[config.mk]
export PLATFORM = sky130hd
export DESIGN_NAME = qspi_mem_controller
export DESIGN_NICKNAME = d
export VERILOG_FILES = /design/src/rtl/qspi_mem_controller_pkg.sv /design/src/rtl/qspi_nibble_shifter.sv /design/src/rtl/qspi_mem_controller.sv
export SDC_FILE = /design/constraint.sdc
export NUM_CORES = 1
export LEC_CHECK = 0
export CORE_UTILIZATION = 40
export CTS_CLUSTER_SIZE = 30
export DETAILED_ROUTE_END_ITERATION = 8
export HOLD_SLACK_MARGIN = 0.08
export PLACE_DENSITY = 0.69
export SKIP_LAST_GASP = 1
export SLEW_MARGIN = 20
export SYNTH_ARGS = -nofsm -noshare
export SYNTH_HDL_FRONTEND = slang
export SYNTH_SLANG_ARGS = --single-unit
[constraint.sdc]
create_clock -name clock -period 2.6 [get_ports clock]
set_input_delay 0.65 -clock clock [delete_from_list [all_inputs] [get_ports clock]]
set_output_delay 0.65 -clock clock [all_outputs]
set_load 0.01 [all_outputs]
[src/rtl/qspi_mem_controller_pkg.sv]
// qspi_mem_controller_pkg: shared state encoding, QSPI opcodes and nibble counts
package qspi_mem_controller_pkg;
   typedef enum logic [2:0] {IDLE, CMD, ADDR, DUMMY, DATA, DONE} state_t;
   localparam logic [7:0] CMD_READ = 8'hEB;
   localparam logic [7:0] CMD_WRITE = 8'h38;
   localparam int CMD_NIBBLES = 2;
   localparam int ADDR_NIBBLES = 6;
   localparam int DATA_NIBBLES = 2;
endpackage

[src/rtl/qspi_nibble_shifter.sv]
// qspi_nibble_shifter: 32-bit register loaded in parallel, shifted a nibble at a time MSB-first
module qspi_nibble_shifter (
   input  logic        clock,
   input  logic        reset,
   input  logic        load,
   input  logic [31:0] load_value,
   input  logic        shift,
   input  logic [3:0]  shift_in,
   output logic [3:0]  nibble_out,
   output logic [3:0]  low_nibble
);
   logic [31:0] value;
   // parallel load wins over shift; shifting pushes a nibble in at the bottom
   always_ff @(posedge clock or negedge reset)
      if (!reset) value <= 32'h0;
      else if (load) value <= load_value;
      else if (shift) value <= {value[27:0], shift_in};
   assign nibble_out = value[31:28];
   assign low_nibble = value[3:0];
endmodule

[src/rtl/qspi_mem_controller.sv]
// qspi_mem_controller: single-byte CPU requests to quad-SPI flash / RAM A
module qspi_mem_controller
   import qspi_mem_controller_pkg::*;
#(
   parameter int ADDRESS_WIDTH  = 16,
   parameter int DATA_BUS_WIDTH = 8,
   parameter int DUMMY_CYCLES   = 6
) (
   input  logic                      clock,
   input  logic                      reset,
   input  logic                      req_valid,
   output logic                      req_ready,
   input  logic                      req_write,
   input  logic                      req_target,
   input  logic [ADDRESS_WIDTH-1:0]  req_addr,
   input  logic [DATA_BUS_WIDTH-1:0] req_wdata,
   output logic                      resp_valid,
   output logic [DATA_BUS_WIDTH-1:0] resp_rdata,
   output logic                      resp_err,
   input  logic [3:0]                spi_data_in,
   output logic [3:0]                spi_data_out,
   output logic [3:0]                spi_data_oe,
   output logic                      spi_clk_out,
   output logic                      spi_flash_select,
   output logic                      spi_ram_a_select
);
   state_t state, state_next;
   logic phase, last, accept, active, drive;
   logic [7:0] cnt, limit;
   logic write_q, target_q, err_q;
   logic [DATA_BUS_WIDTH-1:0] wdata_q;
   logic [3:0] nibble_out, low_nibble, shift_in;

   assign accept = req_valid && req_ready;
   assign active = state inside {CMD, ADDR, DUMMY, DATA};
   assign limit = state == CMD ? 8'(CMD_NIBBLES) :
                  state == ADDR ? 8'(ADDR_NIBBLES) :
                  state == DUMMY ? 8'(DUMMY_CYCLES) : 8'(DATA_NIBBLES);
   assign last = phase && cnt == limit - 8'd1;
   assign drive = state == CMD || state == ADDR || (state == DATA && write_q);
   // write data rides in behind the command so it reaches the top after the address
   assign shift_in = state == CMD ? (cnt == 8'd0 ? wdata_q[7:4] : wdata_q[3:0]) :
                     state == DATA ? spi_data_in : 4'h0;

   // state register
   always_ff @(posedge clock or negedge reset)
      if (!reset) state <= IDLE;
      else state <= state_next;

   // next state: flash writes are rejected straight to DONE
   always_comb begin
      state_next = state;
      case (state)
         IDLE:    if (accept) state_next = (req_write && !req_target) ? DONE : CMD;
         CMD:     if (last) state_next = ADDR;
         ADDR:    if (last) state_next = (write_q || DUMMY_CYCLES == 0) ? DATA : DUMMY;
         DUMMY:   if (last) state_next = DATA;
         DATA:    if (last) state_next = DONE;
         default: state_next = IDLE;
      endcase
   end

   // outputs: SPI clock high on the second cycle of each nibble slot
   always_comb begin
      spi_clk_out = active && phase;
      spi_flash_select = !(active && !target_q);
      spi_ram_a_select = !(active && target_q);
      spi_data_oe = drive ? 4'hF : 4'h0;
      spi_data_out = drive ? nibble_out : 4'h0;
      resp_valid = state == DONE;
      resp_err = state == DONE && err_q;
   end

   // nibble slot phase and per-state nibble counter
   always_ff @(posedge clock or negedge reset)
      if (!reset) begin
         phase <= 1'b0;
         cnt <= 8'd0;
      end else begin
         phase <= active && !phase;
         cnt <= state_next != state ? 8'd0 : cnt + 8'(phase);
      end

   // latch the accepted request
   always_ff @(posedge clock or negedge reset)
      if (!reset) begin
         write_q <= 1'b0;
         target_q <= 1'b0;
         err_q <= 1'b0;
         wdata_q <= '0;
      end else if (accept) begin
         write_q <= req_write;
         target_q <= req_target;
         err_q <= req_write && !req_target;
         wdata_q <= req_wdata;
      end

   // ready is registered: it rises one cycle after entering IDLE and drops on accept
   always_ff @(posedge clock or negedge reset)
      if (!reset) req_ready <= 1'b0;
      else req_ready <= state == IDLE && !accept;

   // read byte captured on the final sampling edge so it is valid alongside resp_valid
   always_ff @(posedge clock or negedge reset)
      if (!reset) resp_rdata <= '0;
      else if (state == DATA && last && !write_q) resp_rdata <= DATA_BUS_WIDTH'({low_nibble, spi_data_in});

   qspi_nibble_shifter u_shifter (
      .clock      (clock),
      .reset      (reset),
      .load       (accept),
      .load_value ({req_write ? CMD_WRITE : CMD_READ, 24'(req_addr)}),
      .shift      (active && phase),
      .shift_in   (shift_in),
      .nibble_out (nibble_out),
      .low_nibble (low_nibble)
   );
endmodule
### Word-level counts from Yosys, hierarchy flattened

Cells that the tools add are included.

| operators by class | value |
|---|---|
| reduce and logical (&&, ||, !) cells | 25 |
| add/sub/neg operators | 2 |
| mux-type cells | 20 |
| equality and inequality tests | 7 |

Operator list:

| kind | number |
|---|---|
| $mux 32 | 2 |
| $mux 3 | 10 |
| $mux 4 | 5 |
| $mux 8 | 2 |
| $pmux 3 s5 | 1 |
| $logic_and 1x1->1 | 12 |
| $add 8x1->8 | 1 |
| $eq 8x8->1 | 1 |
| $logic_not 8->1 | 1 |
| $logic_not 1->1 | 7 |
| $eq 3x2->1 const B | 2 |
| $eq 3x3->1 const B | 2 |
| $reduce_bool 4->1 | 1 |
| $sub 3x1->4 const B | 1 |
| $eq 3x1->1 const B | 1 |
| $logic_not 3->1 | 1 |
| $ne 3x3->1 | 1 |
| $logic_or 1x1->1 | 2 |
| $reduce_bool 2->1 | 1 |

| word-level totals | value |
|---|---|
| output and inout bits | 22 |
| word-level logic and storage cells | 64 |
| input bits | 33 |
| register bits after elaboration | 64 |

### Longest topological paths before layout

| logic depth | value |
|---|---|
| word-level depth | 11 |
| mapped depth | 8 |
| depth with buffers taken out | 6 |

### Hierarchy

Synthesis repeated with hierarchy kept, for this count alone.

| unflattened totals | value |
|---|---|
| cell total of the unflattened synthesis | 290 |
| area, all modules | 3213.1 sq um |

Modules (own cells, without submodules):

| module | seq. area each (sq um) | cells an instance | times used | area each (sq um) |
|---|---|---|---|---|
| qspi_mem_controller | 800.8 | 143 | 1 | 1640.3 |
| qspi_nibble_shifter | 800.8 | 147 | 1 | 1572.8 |

### Worst setup path before layout

No wires, ideal clock.

| timing | value |
|---|---|
| path type | reg-to-output |
| from | reg state[1] |
| to | out spi_data_out[0] |
| path buffers | 2 |
| arrival time | 1.627 ns |
| required time | 1.950 ns |
| cell stages (with the launch flop) | 6 |
| path slack | 0.323 ns |
| cells stage by stage | dfrtp_1 -> buf_6 -> or3b_2 -> clkbuf_1 -> o22ai_1 -> and2_1 |

| between the ends | value |
|---|---|
| longest elaborated chain between the ends | 4 |
| elaborated cells between the ends (all ways) | 7 |
| classes of those cells | eq/ne (3); mux (1); reduce/logical (3) |

Ends and longest elaborated chain:

| what | RTL line | text |
|---|---|---|
| start: declaration | qspi_mem_controller.sv:27 | `state_t state, state_next;` |
| start signal: assignment | qspi_mem_controller.sv:48 | `else state <= state_next;` |
| $eq 3x1->1, or another cell as far along | qspi_mem_controller.sv:40 | `assign drive = state == CMD \|\| state == ADDR \|\| (state == DATA && write_q);` |
| $logic_or 1x1->1 / $logic_and 1x1->1 (equally long branches) | qspi_mem_controller.sv:40 |  |
| $logic_or 1x1->1 * | qspi_mem_controller.sv:40 |  |
| net drive | qspi_mem_controller.sv:28 | `logic phase, last, accept, active, drive;` |
| $mux 4 * | qspi_mem_controller.sv:69 | `spi_data_out = drive ? nibble_out : 4'h0;` |
| end: declaration | qspi_mem_controller.sv:21 | `output logic [3:0] spi_data_out,` |

The timed path passes the listed nets; every way through them passes the cells marked *.

### Final worst setup path

| timing | value |
|---|---|
| from | reg state[1] |
| to | out spi_data_out[0] |

| between the ends | value |
|---|---|
| longest elaborated chain between the ends | 4 |
| elaborated cells between the ends (all ways) | 7 |
| classes of those cells | eq/ne (3); mux (1); reduce/logical (3) |

Ends and longest elaborated chain:

| what | RTL line |
|---|---|
| $eq 3x1->1, or another cell as far along | qspi_mem_controller.sv:40 |
| $logic_or 1x1->1 / $logic_and 1x1->1 (equally long branches) | qspi_mem_controller.sv:40 |
| $logic_or 1x1->1 * | qspi_mem_controller.sv:40 |
| $mux 4 * | qspi_mem_controller.sv:69 |

Every way passes the cells marked *; elsewhere a longest branch is shown, timed or not.

==> out/results.ini <==
[floorplan]
dieArea_sq_um=7999
die_w_um=89.44
core_area_sq_um=7331
chipHeight_um=89.44
initial_core_util_pct=41.71
rows=31
ios=55

[grt]
grt_max_degree=65
grt_first_pass_wirelength_um=11320
grt_usage_pct=18.90
grt_pass1_vias=2384
grt-ovfl-total=0
antenna_found_initial=0

[route]
avgViaCountPerCell=5.096
route.detailed.drc=0
totalWireLength_um=6800
detail-route-antenna-nets=0
via_count=2487
dr.pass1.iters=4
wl_per_cell_um=13.93
drt_iter0_drc=157

[sta]
fmax_mhz=398.3
max_slew_margin_pct=56.25
final.setup.tns_ns=0
layout_min_cycle_time_ns=2.511
rsz0062_at_grt=false
worst_pin_slew_ns=0.6502
finalCritPeriodShare_pct=96.57
fin_skew_ns=0.009282
drv_slew=0
report.final.hold_viol_count=0
finalSetupViolCount=0

[power_and_ir_drop]
power_leakage_nw=1.800
vdd.ir_drop.worst_v=0.0003749
p_comb_share_pct=44.8
p_sw_w=0.001726
internal_power_w=0.002913
power_frac_clock_pct=18.3
power_frac_seq_pct=36.9
p_per_area_nw_per_um2=1179
swShare_pct=37.21

[setup_path]
cp_max_fo=4
r2r_cells=4
cp.arrival_ns=1.86
cp.required_ns=1.95
endpoint_kind=output port
start_kind=flop
critical_path_class=reg2out

[cts]
cts.sinks=64
clock_latency_ns=0.33
clkTransAtPathRegs_ns=0.07
cts_buffers=9
tritoncts=done
cts-root-buf=clkbuf_8
clock_path_buffers=2
h-tree-depth=3

[logic_synthesis]
ys_ff_latch=64
syn_area_sq_um=3058
synthFlopType=dfrtp_1
async_reset_ff_share_pct=100.0
syn_area_per_cell_sq_um=9.380
syn_nets=361
syn_inst=326
synthDistinctLibCells=40
synth-edff-count=0
ys_seq_area_share_pct=52.37
ys_warn_count=0

[layout]
fillers=656
layout-drive-gt1-share_pct=14.40
design_area_sq_um=3934
nets=419
n_antenna_cell=0
syn2layout_area_growth_pct=28.64

[status]
run_status=finished, final reports clean

[job]
drv_cap=0

[placement]
dp.final_hpwl_um=4713
gp_congestion=0.9005
dpl_cell_area_sq_um=3725
io_buffers=54

[hold_path]
hp-class=in2async

-- cell families (layout without fill, tap and decap cells) --
family	after synthesis	count (layout)	synth area share [%]
and+or+nand+nor	158	158	24.18
DFF	64	64	52.37
AOI/OAI and AO/OA	57	57	11.62
buffers and inverters	28	91	4.460
muxes	9	9	4.255
xor gates and xnor gates	8	8	2.291
adders and majority gates	2	2	0.8182
-- cells in the mapped netlist, types with 2 or more instances --
master	number	area (sq um)
a21oi_1	14	70.07
a2bb2oi_1	4	35.03
a31oi_1	16	100.1
and2_1	7	43.79
and3_1	4	25.02
buf_1	3	11.26
buf_4	4	30.03
buf_6	2	22.52
clkbuf_1	15	56.30
dfrtp_1	64	1602
ha_1	2	25.02
inv_1	3	11.26
mux2_4	8	120.1
nand2_1	89	334.1
nand3_1	15	75.07
nor2_1	20	75.07
nor4_1	7	43.79
nor4b_1	2	17.52
o21ai_0	12	60.06
o22ai_1	5	31.28
o31ai_1	2	15.01
or2_2	2	12.51
or4_1	3	22.52
xnor2_1	4	35.03
xor2_1	4	35.03
-- final timing paths --
path	from	end	slack (ns)
worst max-delay path	state[1]	spi_data_out[0]	0.09
worst min-delay path	reset	cnt[1]	0.32
worst max register to register	cnt[1]	resp_rdata[6]	0.31
worst min register to register	wdata_q[3]	wdata_q[3]	0.48
max in group asynchronous	reset	u_shifter.value[4]	2.00
min in group clock	wdata_q[3]	wdata_q[3]	0.48
-- final cells by class --
cell class / instances / area (sq um) / area share [%]
inverters: 3 / 11.26 / 0.2863
well taps: 99 / 123.9 / 3.149
repair buffers: 72 / 666.9 / 16.95
multi-input cells: 234 / 1331 / 33.84
clock buffers: 13 / 158.9 / 4.039
clock inverters: 3 / 40.04 / 1.018
flip-flops and latches: 64 / 1602 / 40.71
-- through the flow --
step / hold WS [ns] / power, W / utilization, % / worst slack [ns] / std cells
after floorplan: 0.3544 / 0.003061 / - / 0.3232 / 326
after global placement: 0.4550 / 0.003751 / 50.81 / 0.1282 / 470
after detailed placement: 0.4632 / 0.003805 / 50.81 / 0.1153 / 470
after CTS: 0.3243 / 0.004682 / 53.78 / -0.07986 / 488
after global routing: 0.3281 / 0.005026 / 53.66 / 0.008053 / 488
final: 0.3176 / 0.004639 / 53.66 / 0.08918 / 488
-- registers in the layout, summed over array words and instances (netlist names) --
signal,flops
u_shifter.value,32
cnt,8
resp_rdata,8
wdata_q,8
state,3
err_q,1
phase,1
req_ready,1
target_q,1
write_q,1
-- cell usage in the layout (no fill, tap or decap), types with 4 or more instances in the layout --
| master | count |
|---|---|
| buf_4 | 16 |
| o21ai_0 | 12 |
| mux2_4 | 8 |
| nor2_1 | 20 |
| and3_1 | 4 |
| nand3_1 | 15 |
| xor2_1 | 4 |
| o22ai_1 | 4 |
| clkdlybuf4s50_1 | 42 |
| clkbuf_8 | 11 |
| and2_1 | 7 |
| dlygate4sd2_1 | 7 |
| xnor2_1 | 4 |
| nor4_1 | 7 |
| a21oi_1 | 14 |
| nand2_1 | 89 |
| clkbuf_2 | 4 |
| a31oi_1 | 16 |
| a2bb2oi_1 | 4 |
| dfrtp_1 | 64 |
-- power groups by stage --
stage / clock network (W) / registers, W / logic, W
4_1_cts: 0.000874 / 0.00171 / 0.00210
3_5_place_dp: 0 / 0.00172 / 0.00209
5_1_grt: 0.000924 / 0.00177 / 0.00233
3_3_place_gp: 0 / 0.00172 / 0.00204
2_1_floorplan: 0 / 0.00166 / 0.00140
6_report: 0.000849 / 0.00171 / 0.00208
-- timing repair --
action,in CTS,in global routing
hold buffers,0,0
cloned,0,0
resized for setup,12,9
buffers inserted,2,0
endpoints found under the setup margin,11,4
-- layer usage --
metal | global-route usage [%] | vias to the layer above | wire length (um)
li1 | - | 1231 | -
met1 | 25.62 | 1187 | 3217
met2 | 29.49 | 62 | 3238
met3 | 4.617 | 7 | 279
met4 | 6.926 | 0 | 65
met5 | 0 | - | 0
-- critical path, stage by stage (launching register included) --
cell	delay, ns
dfrtp_1	0.37
or3b_2	0.49
o22ai_2	0.13
buf_4	0.15
buf_4	0.12
and2_1	0.14
clkbuf_2	0.13
Power figures use the tool's default switching activity.
==> patch: new RTL, same settings <==
Register the output `resp_err`; this adds one clock of latency there. The other outputs are not delayed to match.
--- a/src/rtl/qspi_mem_controller.sv
+++ b/src/rtl/qspi_mem_controller.sv
@@ -24,6 +24,8 @@
    output logic                      spi_flash_select,
    output logic                      spi_ram_a_select
 );
+
+   logic resp_err_d;
    state_t state, state_next;
    logic phase, last, accept, active, drive;
    logic [7:0] cnt, limit;
@@ -68,7 +70,7 @@
       spi_data_oe = drive ? 4'hF : 4'h0;
       spi_data_out = drive ? nibble_out : 4'h0;
       resp_valid = state == DONE;
-      resp_err = state == DONE && err_q;
+      resp_err_d = state == DONE && err_q;
    end
 
    // nibble slot phase and per-state nibble counter
@@ -115,4 +117,8 @@
       .nibble_out (nibble_out),
       .low_nibble (low_nibble)
    );
+   always_ff @(posedge clock) begin
+      resp_err <= resp_err_d;
+   end
+
 endmodule
Function: changed (a bounded check fails within 4 cycles, from zero or initial values and one cycle with reset low).
==> patch against the unedited design <==
Non-clock buffer count shrank 5. Combinational power decreased by 15%. Routed wire length down 0.12%. Setup slack better by 0.0068 ns. Count of clock-buffer cells in the layout decreased by 1. Total power decreased by 8.1%. Design area fell by 0.86%. Fmax rose by 0.27%. Sequential cell count is 1 higher. Synthesized area decreased by 0.16%. Via count increased by 1.3%. Critical path depth unchanged.
==> patch: results (changes against the unedited design) <==
[run_status]
status=finished, final reports clean  ; unchanged

[worst_setup_path]
crit_fanout=7  ; was 4
rrSetupSlack_ns=0.65  ; was 0.31 ns
r2r-start=cnt[3]  ; was cnt[1]

[synthesis]
yosys-top-cells-count=83 x nand2_1, 64 x dfrtp_1, 31 x nand3_1  ; was 89 x nand2_1, 64 x dfrtp_1, 20 x nor2_1
yosysWarnings=0  ; unchanged
synth.distinct_cells=45  ; was 40
syn_area_per_cell_um2=9.31  ; was 9.38 um^2
synth_fp_nets=363  ; was 361
synth-xor-area-share_pct=2.30  ; was 2.29%
synth_mux_area_share_pct=3.28  ; was 4.26%
async_flop_share_pct=98.5  ; was 100%
synthAdderAreaFrac_pct=0.820  ; was 0.818%
synth_compound_area_share_pct=9.30  ; was 11.6%
ys.flop_type=dfrtp_1  ; unchanged
yosys-top-cells-area=dfrtp_1 52%, nand2_1 10%, nand3_1 5.1%, mux2_2 3.0%, a31oi_1 2.5%  ; was dfrtp_1 52%, nand2_1 11%, mux2_4 3.9%, a31oi_1 3.3%, nand3_1 2.5%
seq_area_frac_synth_pct=53.1  ; was 52.4%

[drt]
drt_iter0_markers=186  ; was 157
vias=2519  ; was 2487
first_pass_iters=4  ; unchanged
wirelength_um=6790  ; was 6800 um

[placement]
placement.cell_area_mm2=0.00369  ; was 0.00372 mm^2
pre_cts_ws_ns=0.117  ; was 0.115 ns
dp_cells=469  ; was 470
place_congestion=0.861  ; was 0.901
dp_hpwl_um=4530  ; was 4710 um

[sta]
fin_ws_ns=0.0960  ; was 0.0892 ns
worst_pin_slew_ns=0.386  ; was 0.650 ns
holdWs_ns=0.315  ; was 0.318 ns
clock-skew-final_ns=0.00871  ; was 0.00928 ns

[global_route]
grt_use_total_pct=19.2  ; was 18.9%
grt_pass1_vias=2381  ; was 2384
grt_start_max_net_pins=65  ; unchanged
grt_pass1_wl_um=11400  ; was 11300 um

[clock_network]
cts_buffers=9  ; unchanged
holdBufCountCts=0  ; unchanged
clockBufferDepth=2  ; unchanged
root_buffer=clkbuf_8  ; unchanged
clk_pin_slew_ns=0.07  ; about the same

[worst_hold_path]
min-delay-path-class=input port to asynchronous set/reset pin  ; unchanged

[cells_and_area]
largest_register=u_shifter.value  ; unchanged
fin_cells=486  ; was 488
fin_nets=417  ; was 419
drive_above_1_share_pct=13.7  ; was 14.4%

[pwr]
p_leak_nw=1.78  ; was 1.80 nW
ir_drop_mv=0.433  ; was 0.375 mV

## patch: kinds of logic (layout without fill, tap and decap cells)
| family | after synthesis | after routing |
|---|---|---|
| simple gates | 172 | 172 |
| flops | 65 | 65 |
| compound gates | 44 | 44 |
| buf+inv | 28 | 87 |
| mux | 9 | 9 |
| xor+xnor | 8 | 8 |
| fa+ha+maj | 2 | 2 |
## patch: routing by layer
| layer | part of all wire, % | vias up | track usage, % |
|---|---|---|---|
| li1 | - | 1222 | - |
| met1 | 46 | 1215 | 26.1 |
| met2 | 48 | 74 | 30.1 |
| met3 | 5.5 | 8 | 4.34 |
| met4 | 1.4 | 0 | 7.07 |
| met5 | 0 | - | 0 |
## patch: layout make-up
cell class	count	area, um^2
Fill cell	675	3430
Sequential cell	65	1620
Multi-Input combinational cell	235	1300
Timing Repair Buffer	67	633
Clock buffer	12	155
Tap cell	99	124
Clock inverter	4	51.3
Inverter	4	15.0
## patch: repair_timing
item | CTS | global route
gates resized for setup | 14 | 10
gates cloned | 0 | 0
endpoints found under the setup margin | 11 | 4
hold endpoints to repair | 0 | 0
buffers inserted | 1 | 0
## patch: power breakdown
part	switching (mW)	internal, mW
registers	0.245	1.38
logic	0.987	0.771
clock network	0.384	0.496
total	1.62	2.65
## patch: final timing paths
check / end / cells past startpoint
min in group clock: err_q / 1
hold reg to reg: err_q / 1
setup / recovery: spi_data_out[1] / 6
setup reg to reg: resp_rdata[6] / 4
hold / removal: cnt[3] / 2
max in group asynchronous: state[2] / 2
## patch: critical path, stage by stage, from the launching register on
cell      delay [ns]
dfrtp_1         0.39
or3b_2          0.50
o22ai_2         0.17
buf_6           0.13
buf_4           0.10
and2_1          0.11
clkbuf_2        0.12
